$ cat src/rtl/pipeline_ctrl.sv
// Pipeline hazard/stall controller: generates per-stage load enables, bubbles and
// flush from decode/execute/memory/writeback hazards, and counts frozen-PC cycles.
module pipeline_ctrl #(
  parameter int MUL_LATENCY  = 3,
  parameter int FLUSH_CYCLES = 2
) (
  input  logic        clk,
  input  logic        rst,
  input  logic        id_stall_in,
  input  logic        ex_take_branch,
  input  logic        ex_mul_start,
  input  logic        mem_busy,
  input  logic        wb_halt,
  output logic        pc_en,
  output logic        if_id_en,
  output logic        id_ex_en,
  output logic        ex_mem_en,
  output logic        mem_wb_en,
  output logic        id_ex_bubble,
  output logic        ex_mem_bubble,
  output logic        flush,
  output logic        halted,
  output logic [1:0]  state,
  output logic [31:0] stall_cycles
);

  typedef enum logic [1:0] {
    RUN      = 2'd0,
    MUL_WAIT = 2'd1,
    FLUSH    = 2'd2,
    HALT     = 2'd3
  } state_t;

  // Control word: {pc, if_id, id_ex, ex_mem, mem_wb, id_ex_bubble, ex_mem_bubble, flush}
  localparam logic [7:0] CTL_IDLE     = 8'b00000_000;
  localparam logic [7:0] CTL_RUN      = 8'b11111_000;
  localparam logic [7:0] CTL_BRANCH   = 8'b11111_101;
  localparam logic [7:0] CTL_STALL    = 8'b00111_100;
  localparam logic [7:0] CTL_MUL      = 8'b00001_010;
  localparam logic [7:0] CTL_MUL_DONE = 8'b00011_000;

  localparam logic [3:0] MUL_LOAD   = 4'(MUL_LATENCY - 2);
  localparam logic [3:0] FLUSH_LOAD = 4'(FLUSH_CYCLES - 1);
  localparam logic       MUL_MULTI  = (MUL_LATENCY > 1);
  localparam state_t     BR_TARGET  = (FLUSH_CYCLES > 1) ? FLUSH : RUN;

  state_t      state_r;
  state_t      next_state_s;
  logic [3:0]  cnt_r;
  logic [3:0]  next_cnt_s;
  logic [7:0]  ctl_s;

  assign state = state_r;
  assign {pc_en, if_id_en, id_ex_en, ex_mem_en, mem_wb_en,
          id_ex_bubble, ex_mem_bubble, flush} = ctl_s;

  // Next-state, counter and Mealy control-word decode, highest-priority input first
  always_comb begin
    ctl_s        = CTL_IDLE;
    next_state_s = state_r;
    next_cnt_s   = cnt_r;
    if (rst) begin
      ctl_s = CTL_IDLE;
    end else if (state_r == HALT) begin
      ctl_s = CTL_IDLE;
    end else if (wb_halt) begin
      ctl_s        = CTL_IDLE;
      next_state_s = HALT;
    end else if (mem_busy) begin
      ctl_s = CTL_IDLE;
    end else begin
      case (state_r)
        RUN: begin
          if (ex_take_branch) begin
            ctl_s        = CTL_BRANCH;
            next_cnt_s   = FLUSH_LOAD;
            next_state_s = BR_TARGET;
          end else if (ex_mul_start && MUL_MULTI) begin
            ctl_s        = CTL_MUL;
            next_cnt_s   = MUL_LOAD;
            next_state_s = MUL_WAIT;
          end else if (id_stall_in) begin
            ctl_s = CTL_STALL;
          end else begin
            ctl_s = CTL_RUN;
          end
        end
        FLUSH: begin
          ctl_s = CTL_BRANCH;
          if (ex_take_branch) begin
            next_cnt_s   = FLUSH_LOAD;
            next_state_s = BR_TARGET;
          end else if (cnt_r <= 4'd1) begin
            next_cnt_s   = 4'd0;
            next_state_s = RUN;
          end else begin
            next_cnt_s = cnt_r - 4'd1;
          end
        end
        MUL_WAIT: begin
          if (cnt_r == 4'd0) begin
            ctl_s        = CTL_MUL_DONE;
            next_state_s = RUN;
          end else begin
            ctl_s      = CTL_MUL;
            next_cnt_s = cnt_r - 4'd1;
          end
        end
        default: begin
          ctl_s        = CTL_IDLE;
          next_state_s = RUN;
          next_cnt_s   = 4'd0;
        end
      endcase
    end
  end

  // State, shared counter and sticky halt flag
  always_ff @(posedge clk) begin
    if (rst) begin
      state_r <= RUN;
      cnt_r   <= 4'd0;
      halted  <= 1'b0;
    end else begin
      state_r <= next_state_s;
      cnt_r   <= next_cnt_s;
      halted  <= (next_state_s == HALT);
    end
  end

  // Saturating count of cycles with a frozen PC outside HALT
  always_ff @(posedge clk) begin
    if (rst) begin
      stall_cycles <= 32'd0;
    end else if (!ctl_s[7] && (state_r != HALT) && (stall_cycles != 32'hFFFF_FFFF)) begin
      stall_cycles <= stall_cycles + 32'd1;
    end else begin
      stall_cycles <= stall_cycles;
    end
  end

endmodule

$ cat config.mk
export PLATFORM = sky130hd
export DESIGN_NAME = pipeline_ctrl
export DESIGN_NICKNAME = d
export VERILOG_FILES = /design/src/rtl/pipeline_ctrl.sv
export SDC_FILE = /design/constraint.sdc
export NUM_CORES = 1
export LEC_CHECK = 0
export ABC_AREA = 1
export CAP_MARGIN = 20
export CORE_MARGIN = 10
export CORE_UTILIZATION = 38
export DETAILED_ROUTE_END_ITERATION = 7
export PLACE_DENSITY_LB_ADDON = 0.12
export SYNTH_ARGS = -nofsm -noshare
export SYNTH_HDL_FRONTEND = slang
export SYNTH_SLANG_ARGS = --single-unit
$ cat constraint.sdc
create_clock -name clk -period 2 [get_ports clk]
set_input_delay 0.2 -clock clk [delete_from_list [all_inputs] [get_ports clk]]
set_output_delay 0.2 -clock clk [all_outputs]
set_load 0.01 [all_outputs]
==> impl_results.md, run 1 <==
- Status: finished clean
- Grt ovf: 0
- DRC: 0
- Worst-path clk slew: 0.08 ns
- Primary FF master, synth: dfxtp_1
- Synth cell count leaders: 174 x nand2_1, 78 x nor2_1, 47 x inv_1
- Req. time, crit path: 1.80 ns
- Cell Area, Placed: 3462 sq um
- Post-Synthesis Cells: 466
- Antenna diodes: 0
- DIE AREA: 10940 sq um
- Cell with the most instances after synthesis: nand2_1
- Num CTS Buffers: 5
- Yosys cell types: 23
- # rows: 30
- Core area: 6869 sq um
- Final worst slack: 0.1126 ns
- Die X: 104.6 um
- Layout cells sized above 1: 0.1058
- Synth warn: 0
- Worst Hold Slack: 0.4949 ns
- Area grow syn2layout: 32.26%
- Register area share after synthesis: 0.2872
- Setup crit start: state[1]
- Fin Setup TNS: 0 ns
- Fillers: 725
- Worst vdd ir: 0.2765 mV
- GRT Overall Usage: 0.1454
- Max Slew Vio Count: 0
- Dpl ws: -0.1949 ns
- I/O Pins: 50
- Initial DRT Pass Iterations: 4
- Crit. End Element: output port
- Worst skew pair latency: 0.29 ns
- Worst Max-Slew Pin Slew: 0.5478 ns
- Routed len/inst: 12.74 um
- Hold Violations, Final: 0
- Final Cycle Share: 0.9437
- CTS tree: built
- Cell Int Power: 1.312 mW
- FF+latch count, synth: 39
- Initial Util: 0.3958
- Worst r2r src: stall_cycles[0]
- Final WL: 8089 um
- Setup Skew: 0.005378 ns
- CTS H-tree depth: 2
- DP HPWL: 6338 um
- Register share of total power: 0.453
- Maximum clock frequency: 529.8 MHz
- Share of power burned in combinational logic: 0.156
- Max-cap violations: 0
- PwrDens: 498.9 nW/um^2
- Syn nets: 477
- Mean area per synthesized cell: 5.834 sq um
- Initial antenna violation count: 0
- Design Area, Final: 3596 sq um
- Leak: 1.437 nW
- Die Span Y: 104.6 um
- Switching power: 481.7 uW
- IO buf count: 49
- Setup violators final: 0
- Kind of critical path: flip-flop to output port
- Crit-path max FO: 7
- Hold_sp: cnt_r[3]
- Detailed-route via count: 2981
- ANT nets after route: 0
- First-pass GRT wire length: 13400 um
- Vias per std cell: 4.694
- CP Launch Type: flip-flop
- Worst hold path class: flip-flop to flip-flop
- Post-synth EDFFs: 0
- RSZ-0062 raised after global routing: no
- Synth area leaders: dfxtp_1 29%, nand2_1 24%, nor2_1 11%
- Gpl congestion: 0.9423
- Clock Sink Count: 39
- Initial DRC Count: 155
- Clock root buffer: clkbuf_8
- Synth Cell Area: 2719 sq um
- Async SR Flop Fraction: 0
- Sw frac: 0.2685
- Inst Count DP: 627
- Number of global-route vias before repair: 2842
- Post-synth top area share: 0.2872
- Slew Limit Headroom: 0.6339
- Tmin final: 1.887 ns
- CP arrival: 1.69 ns
- Final std cells w/o fill: 635
- Clock Power Share: 0.391
- Util after Layout: 0.5235
- Synth area leader: dfxtp_1
- Tot Pwr: 1.794 mW
- Largest net degree at the start of global routing: 34
- Worst-case clock buffer depth: 2
- Nets: 549
-- layout make-up --
type / instances / area (sq um) / area share
inverter: 48 / 180.2 / 0.05010
clock buffer: 6 / 82.58 / 0.02296
sequential: 39 / 784.5 / 0.2182
timing repair buffer: 78 / 706.9 / 0.1966
clock inverter: 2 / 35.03 / 0.009743
multi-input combinational: 366 / 1687 / 0.4690
tap: 96 / 120.1 / 0.03340
-- layer usage --
layer / track usage / share of wire / up-vias
li1: - / - / 1587
met4: 0.05588 / 0.022 / 0
met3: 0.04423 / 0.083 / 17
met5: 0 / 0 / -
met2: 0.2355 / 0.44 / 93
met1: 0.1769 / 0.45 / 1284
-- power groups by stage --
stage                     Combinational, mW  Clock (mW)  Sequential, mW
after floorplan                       0.166           0           0.837
after global placement                0.275           0           0.831
after detailed placement              0.279           0           0.831
after CTS                             0.281       0.721           0.814
after global routing                  0.316       0.740           0.816
final                                 0.280       0.701           0.813
-- repair_timing --
action,CTS,global route
resized for setup,5,3
setup endpoints to repair,17,16
hold buffers,0,0
setup buffers,0,0
-- flip-flops by register name (all words and copies together) (netlist names) --
| register | cells |
|---|---|
| stall_cycles | 32 |
| halted | 1 |
| state | 2 |
| cnt_r | 4 |
-- cell usage in the layout (no fill, tap or decap) --
cell	count
nand2_1	174
nor2_1	78
inv_1	47
clkdlybuf4s50_1	45
dfxtp_1	38
a21oi_1	32
nand3_1	31
buf_4	29
o21ai_0	11
xor2_1	10
a21oi_2	6
clkbuf_8	6
xnor2_1	5
nand2_2	4
ha_1	4
nor2_4	3
nor2_2	3
dlygate4sd2_1	3
nand4_1	2
inv_2	1
nand4_4	1
o21ai_1	1
nand2_8	1
bufinv_16	1
clkinv_2	1
dlymetal6s2s_1	1
dfxtp_4	1
-- logic make-up after synthesis --
| group | after synthesis | share of synthesized area |
|---|---|---|
| xor+xnor | 15 | 0.04832 |
| fa+ha+maj | 4 | 0.01841 |
| buf+inv | 61 | 0.09756 |
| simple gates | 297 | 0.4482 |
| compound gates | 50 | 0.1003 |
| flops | 39 | 0.2872 |
-- final timing paths --
check	endpoint	slack, ns	cells after the start
max	if_id_en	0.11	5
min	cnt_r[3]	0.49	2
max reg2reg	stall_cycles[19]	0.21	8
min reg2reg	cnt_r[3]	0.49	2
-- critical path, cell delays in order, from the launching register on --
cell	delay, ns
dfxtp_4	0.39
nor2_1	0.07
nand2_1	0.07
nand2_1	0.06
nor2_1	0.21
clkdlybuf4s50_1	0.60
(Power assumes the default switching activity.)
==> run 2: changes to the inputs <==
--- a/config.mk
+++ b/config.mk
@@ -11,4 +11,5 @@
 export CORE_UTILIZATION = 38
 export DETAILED_ROUTE_END_ITERATION = 7
+export DONT_BUFFER_PORTS = 1
 export PLACE_DENSITY_LB_ADDON = 0.12
 export SYNTH_ARGS = -nofsm -noshare
==> constraint.sdc (replaced) <==
create_clock -name clk -period 2 [get_ports clk]
set_input_delay 0.3 -clock clk [delete_from_list [all_inputs] [get_ports clk]]
set_output_delay 0.3 -clock clk [all_outputs]
set_load 0.01 [all_outputs]
==> run 2 against run 1 <==
  * Cell area down 12%
  * First-iteration DRC count up 3.2%
  * Critical path depth is 2 higher
  * Die area unchanged
  * Setup slack improved by 0.16 ns
  * Largest cell class unchanged
==> impl_results.md, run 2 (synthesized netlist as in run 1, its figures left out) <==
- GRT Overall Usage: 0.1455
- Max-cap violations: 0
- CP max-delay cell: dfxtp_1
- Leak: 1.280 nW
- ANT nets after route: 0
- # rows: 30
- Crit. End Element: flip-flop
- Worst skew pair latency: 0.29 ns
- Number of global-route vias before repair: 2777
- DIE AREA: 10940 sq um
- Crit-path max FO: 7
- Grt ovf: 0
- Layout cells sized above 1: 0.1297
- Clock Sink Count: 39
- Slew Limit Headroom: 0.6625
- Fillers: 798
- Num CTS Buffers: 5
- Worst vdd ir: 0.2924 mV
- Worst hold path class: input pin to flip-flop
- Antenna diodes: 0
- CP cell instances: nand2_2 > nor2_1 > nand2_1 > nor2_1 > xor2_1 > nand2_1 > a21oi_1
- DP HPWL: 6302 um
- CP arrival: 1.96 ns
- Worst r2r src: stall_cycles[2]
- CTS tree: built
- Setup violators final: 0
- RSZ-0062 raised after global routing: no
- CTS H-tree depth: 2
- Status: finished clean
- Tmin final: 1.730 ns
- Initial DRC Count: 160
- Max FFs per register: 32
- FF+latch area: 780.7 sq um
- Final std cells w/o fill: 597
- Final worst slack: 0.2703 ns
- Worst-case clock buffer depth: 2
- Kind of critical path: flip-flop to flip-flop
- Maximum clock frequency: 578.1 MHz
- Initial DRT Pass Iterations: 4
- DRC: 0
- Final Cycle Share: 0.8649
- IO buf count: 0
- Req. time, crit path: 2.23 ns
- Worst Hold Slack: 0.06302 ns
- Routed len/inst: 13.28 um
- First-pass GRT wire length: 13350 um
- Initial Util: 0.3958
- Vias per std cell: 4.786
- Core area: 6869 sq um
- Fin Setup TNS: 0 ns
- Max Slew Vio Count: 0
- Die X: 104.6 um
- Initial antenna violation count: 0
- Final WL: 7928 um
- Util after Layout: 0.4585
- Hold_sp: rst
- Hold Violations, Final: 0
- Worst path max stage delay: 0.52 ns
- Post_cts resized: 0
- Top reg by flops: stall_cycles
- Inst Count DP: 589
- Setup Skew: 0.003166 ns
- Clock root buffer: clkbuf_8
- Multi-input logic area: 1687 sq um
- Worst Max-Slew Pin Slew: 0.5051 ns
- Cell family with most CP delay: simple AND/OR/NAND/NOR gates
- Die Span Y: 104.6 um
- Worst-path clk slew: 0.08 ns
- CP Launch Type: flip-flop
- I/O Pins: 50
- Gpl congestion: 0.9282
- Setup crit start: stall_cycles[2]
- Crit path buf inv count: 0
- PwrDens: 493.5 nW/um^2
- CTS Hold Bufs: 0
- Nets: 511
- Detailed-route via count: 2857
- Dpl ws: 0.1185 ns
- Setup Buffers After CTS: 0
- Largest net degree at the start of global routing: 35
- Commonest non-fill, non-tap cell in the layout: nand2_1
- Most frequent cells in the layout: 174 x nand2_1, 78 x nor2_1, 47 x inv_1
- Area grow syn2layout: 15.83%
-- run 2: worst paths after layout --
check	to	slack (ns)	cells after the start
worst min-delay path	stall_cycles[15]	0.06	1
worst min register to register	cnt_r[3]	0.49	2
worst max-delay path	stall_cycles[14]	0.27	7
worst max register to register	stall_cycles[14]	0.27	7
-- run 2: layout make-up --
class,instances,share of cell area
timing repair buffer,40,0.09535
clock inverter,1,0.001589
multi-input combinational,366,0.5356
tap,96,0.03814
sequential,39,0.2479
inverter,48,0.05721
clock buffer,7,0.02424
-- run 2: stage by stage --
stage / total power, mW / instance area, sq um
after floorplan: 1.003 / 2719
after CTS: 1.571 / 3136
after detailed placement: 1.042 / 3054
after global routing: 1.645 / 3149
final: 1.554 / 3149
after global placement: 1.043 / 3054
-- run 2: routing by layer --
layer	track usage	vias up	wire, um
li1	-	1516	-
met1	0.1812	1264	3689
met2	0.2346	67	3495
met3	0.04853	10	621
met4	0.04020	0	121
met5	0	-	0
-- run 2: power by group --
group	internal (mW)	switching, mW
Sequential	0.795	0.0199
Clock	0.245	0.284
Combinational	0.0691	0.141
==> run 3: changes to the inputs <==
==> constraint.sdc (replaced) <==
create_clock -name clk -period 2 [get_ports clk]
set_input_delay 0.3 -clock clk [delete_from_list [all_inputs] [get_ports clk]]
set_output_delay 0.3 -clock clk [all_outputs]
set_load 0.02 [all_outputs]
==> run 3 against run 2 <==
  * Global-route usage is 0.65 points lower
  * Highest routed layer unchanged
  * Combinational power is 8% higher
  * Worst hold slack worse by 0.0027 ns
  * Critical path depth down 2
  * Core utilization is 0.82 points higher
  * Power grew 12%
  * Critical path type is now flip-flop to output port
  * Register-to-register slack got worse by 0.08 ns
  * Largest power group unchanged
  * Clock-buffer cell count fell by 1
  * Die area stayed put
  * Final cell count increased by 0.34%
  * Non-clock buffer count is 2 higher
  * Setup slack lost 0.15 ns
==> impl_results.md, run 3 (synthesized netlist as in run 1, its figures left out) <==
- Final Cycle Share: 0.9418
- I/O Pins: 50
- CTS Hold Bufs: 0
- Final std cells w/o fill: 599
- IO buf count: 0
- WHS Endpoint: stall_cycles[9]
- Clock root buffer: clkbuf_8
- CP max-delay cell: a21oi_1
- Worst-case clock buffer depth: 2
- Worst-path clk slew: 0.08 ns
- Clock Sink Count: 39
- Setup Skew: 0.004334 ns
- GRT Overall Usage: 0.1391
- Worst skew pair latency: 0.30 ns
- Area grow syn2layout: 17.90%
- Antenna diodes: 0
- Crit. End Element: output port
- Top reg by flops: stall_cycles
- Final WL: 7898 um
- # rows: 30
- Worst hold path class: input pin to flip-flop
- CTS tree: built
- Routed len/inst: 13.19 um
- Grt ovf: 0
- Leak: 1.327 nW
- FF-to-FF path depth: 7
- DRC: 0
- Nets: 513
- ANT nets after route: 0
- Initial DRT Pass Iterations: 4
- Core area: 6869 sq um
- Req. time, crit path: 1.70 ns
- Hold Violations, Final: 0
- CP Launch Type: flip-flop
- Setup Buffers After CTS: 0
- DP HPWL: 6240 um
- CTS H-tree depth: 2
- Post_cts resized: 0
- Kind of critical path: flip-flop to output port
- Fillers: 742
- Worst Max-Slew Pin Slew: 0.5334 ns
- Cell family with most CP delay: compound AO/OA/AOI/OAI gates
- Worst r2r src: state[1]
- Max-cap violations: 0
- Maximum clock frequency: 530.9 MHz
- Gpl congestion: 0.8888
- Tmin final: 1.884 ns
- Slew Limit Headroom: 0.6436
- Crit-path max FO: 4
- First-pass GRT wire length: 12720 um
- Initial antenna violation count: 0
- Initial DRC Count: 112
- FF+latch area: 780.7 sq um
- CP cell instances: inv_1 > ha_1 > nand2_1 > nand3_1 > a21oi_1
- Initial Util: 0.3958
- Worst Hold Slack: 0.06028 ns
- Largest net degree at the start of global routing: 35
- Max FFs per register: 32
- Vias per std cell: 4.708
- Die Span Y: 104.6 um
- Crit path buf inv count: 1
- Multi-input logic area: 1692 sq um
- Dpl ws: 0.01658 ns
- Worst vdd ir: 0.2402 mV
- Status: finished clean
- Commonest non-fill, non-tap cell in the layout: nand2_1
- Die X: 104.6 um
- Number of global-route vias before repair: 2609
- Num CTS Buffers: 5
- CP arrival: 1.58 ns
- Most frequent cells in the layout: 174 x nand2_1, 78 x nor2_1, 47 x inv_1
- Max Slew Vio Count: 0
- Setup violators final: 0
- PwrDens: 542.2 nW/um^2
- Hold_sp: rst
- Detailed-route via count: 2820
- Inst Count DP: 591
- Flop2flop setup slack: 0.19 ns
- R2R Path End: stall_cycles[0]
- Hold path cells: 1
- DIE AREA: 10940 sq um
- Final worst slack: 0.1164 ns
- Worst path max stage delay: 0.41 ns
- Layout cells sized above 1: 0.1372
==> run 3: changes by cell type in the layout (fill, tap and decap cells not counted), sizes merged <==
cell / previous run / this run
buf: 40 / 42
bufinv: 0 / 1
clkbuf: 7 / 6
==> run 3: metal layers <==
layer  global-route usage  routed length [um]
met1               0.1714                3604
met2               0.2225                3521
met3              0.04668                 642
met4              0.04608                 130
met5                    0                   0
==> run 3: how the worst max path moves through the flow <==
stage / startpoint / endpoint / slack, ns / depth (start not counted)
final: cnt_r[0] / ex_mem_bubble / 0.12 / 5
after detailed placement: stall_cycles[0] / stall_cycles[29] / 0.02 / 8
after global placement: stall_cycles[0] / stall_cycles[21] / 0.05 / 8
after floorplan: stall_cycles[0] / stall_cycles[18] / 0.23 / 11
after CTS: stall_cycles[0] / stall_cycles[29] / 0.003 / 8
after global routing: state[1] / stall_cycles[0] / -0.02 / 7
==> run 3: cell type report <==
cell class | instances | area share
tap | 96 | 0.03747
sequential | 39 | 0.2436
clock inverter | 2 | 0.01093
inverter | 48 | 0.05621
timing repair buffer | 42 | 0.09836
clock buffer | 6 | 0.02576
multi-input combinational | 366 | 0.5277
==> run 3: worst register-to-register path, cell delays in order (launching register included) <==
cell	delay [ns]
dfxtp_1	0.47
nand2_2	0.15
nand4_4	0.13
nor2_1	0.09
nor2_2	0.37
nand2_8	0.21
o21ai_0	0.22
nor2_1	0.05
==> run 3: through the flow <==
step           setup TNS (ns)  cell area [sq um]    util  power (mW)
2_1_floorplan               0               2719       -       1.017
3_3_place_gp                0               3069  0.4468       1.056
3_5_place_dp                0               3069  0.4468       1.057
4_1_cts                     0               3187  0.4639       1.758
5_1_grt              -0.01819               3206  0.4667       1.824
6_report                    0               3206  0.4667       1.738
==> run 3: power by group <==
group	internal (mW)	total [mW]	switching (mW)	leakage (nW)
registers	0.795	0.815	0.0196	0.316
logic	0.0711	0.226	0.155	0.950
clock network	0.404	0.697	0.293	0.0612
total	1.27	1.74	0.468	1.33
==> variant (flow settings as in run 3) <==
Make the reset (`rst`) asynchronous in 2 clocked blocks.
--- a/src/rtl/pipeline_ctrl.sv
+++ b/src/rtl/pipeline_ctrl.sv
@@ -117,5 +117,5 @@
 
   // State, shared counter and sticky halt flag
-  always_ff @(posedge clk) begin
+  always_ff @(posedge clk or posedge rst) begin
     if (rst) begin
       state_r <= RUN;
@@ -130,5 +130,5 @@
 
   // Saturating count of cycles with a frozen PC outside HALT
-  always_ff @(posedge clk) begin
+  always_ff @(posedge clk or posedge rst) begin
     if (rst) begin
       stall_cycles <= 32'd0;
Check against the original RTL: differs if rst is asserted again (counterexample within 4 cycles, from zero or initial values and one cycle with rst high); with rst held inactive, the same outputs for 10 cycles.
==> variant against run 3 <==
- sequential cell count stayed put
- final area increased by 1.6%
- non-clock buffer count increased by 3
- global-route usage increased by 0.98 points
- area after synthesis unchanged
- worst hold slack worse by 0.030 ns
- worst setup slack got worse by 0.020 ns
- wire length up 2.6%
- critical endpoint is now id_ex_en
- largest cell class unchanged
Power is not compared: it rests on default switching activity, and its combinational part moved more than twofold at a synthesized area within 25%.
==> variant: results (changes against run 3) <==
[global_route]
grt_max_degree=40  ; +14%
use_met3_pct=4.484  ; -0.18 points
grt_use_met1_pct=19.13  ; +2.0 points
met2_usage_pct=23.86  ; +1.6 points
grt_pass1_wl_um=13650  ; +7.3%
grt_util_all_layers_pct=14.89  ; +0.98 points
first_global_vias=2632  ; +0.88%

[logic_synthesis]
avgSynthCellArea_um2=6.137  ; +5.2%
ys_top_cells_by_count=nand2_1 (224), nor2_1 (62), dfrtp_1 (39), inv_1 (39), nand3_1 (20)
seq_area_frac_synth_pct=35.90  ; +7.2 points
ys_async_sr_fraction_pct=100.0  ; +100 points
synth_compound_area_share_pct=3.313  ; -6.7 points
yosys.area_share.xor_xnor_pct=4.510  ; -0.32 points
synthTopCellsByArea=dfrtp_1 (36%), nand2_1 (31%), nor2_1 (8.6%)
syn-num-nets=454  ; -4.8%
synth_flop_cell=dfrtp_1

[detailed_routing]
drt-pass1-iter-count=5  ; +1
drtIter0Drc=200  ; +79%
met3_length_um=635  ; -1.1%
vias_per_cell=4.747  ; +0.83%
wl_per_cell_um=13.86  ; +5.1%
wl_met1_um=3610  ; +0.17%
wl_met2_um=3752  ; +6.6%

[final_layout]
drive_gt1_share_pct=14.52  ; +0.80 points
buf_share_pct=10.75  ; +0.92 points
num-nonclk-inverters=42  ; -13%
regMostFlops=stall_cycles
seq_share_pct=30.03  ; +5.7 points
fill_cells=741  ; -0.13%
seq_cells=39  ; unchanged
fin_util_pct=47.43  ; +0.76 points
clk_share_pct=3.187  ; -0.48 points
buffers=45  ; +7.1%
nClkBuffers=7  ; +1
fin_cells=585  ; -2.3%

[placed_design]
dpl.hpwl_um=6391  ; +2.4%
dp.cells=577  ; -2.4%
pre_cts_slack_ns=0.2210  ; +0.2044 ns

[clock_network]
ctsResizeCount=4  ; +4

[sta]
maxSlewHeadroom_pct=65.62  ; +1.3 points
finClkSkew_ns=0.008763  ; +0.004429 ns

[worst_setup_path]
worstPathArrival_ns=1.60  ; +0.02 ns
critPathMaxFanout=7  ; +3

[run_status]
outcome=complete, no violations

==> variant: cell families (layout without fill, tap and decap cells) <==
logic type | count (synthesis) | in the layout
AND/OR/NAND/NOR | 320 | 320
flip-flops | 39 | 39
adder cells (fa/ha/maj) | 4 | 4
buffers and inverters | 49 | 95
AO/OA/AOI/OAI | 17 | 17
XOR/XNOR | 14 | 14
==> variant: path summary, 6_finish.rpt <==
| kind | startpoint | to | slack, ns | cells after the start |
|---|---|---|---|---|
| min reg2reg | cnt_r[0] | cnt_r[0] | 0.58 | 2 |
| min | rst | stall_cycles[17] | 0.03 | 2 |
| max reg2reg | stall_cycles[0] | stall_cycles[31] | 0.24 | 10 |
| max in group asynchronous | rst | state[1] | 1.60 | 2 |
| max | state[0] | id_ex_en | 0.1 | 6 |
| min in group clk | rst | state[1] | 0.20 | 3 |
==> variant: critical path, cell delays in order (launching register included) <==
cell     delay (ns)
dfrtp_2        0.47
nand2_2        0.10
nand2_1        0.10
nor2_4         0.17
inv_2          0.09
or2_2          0.28
inv_2          0.10
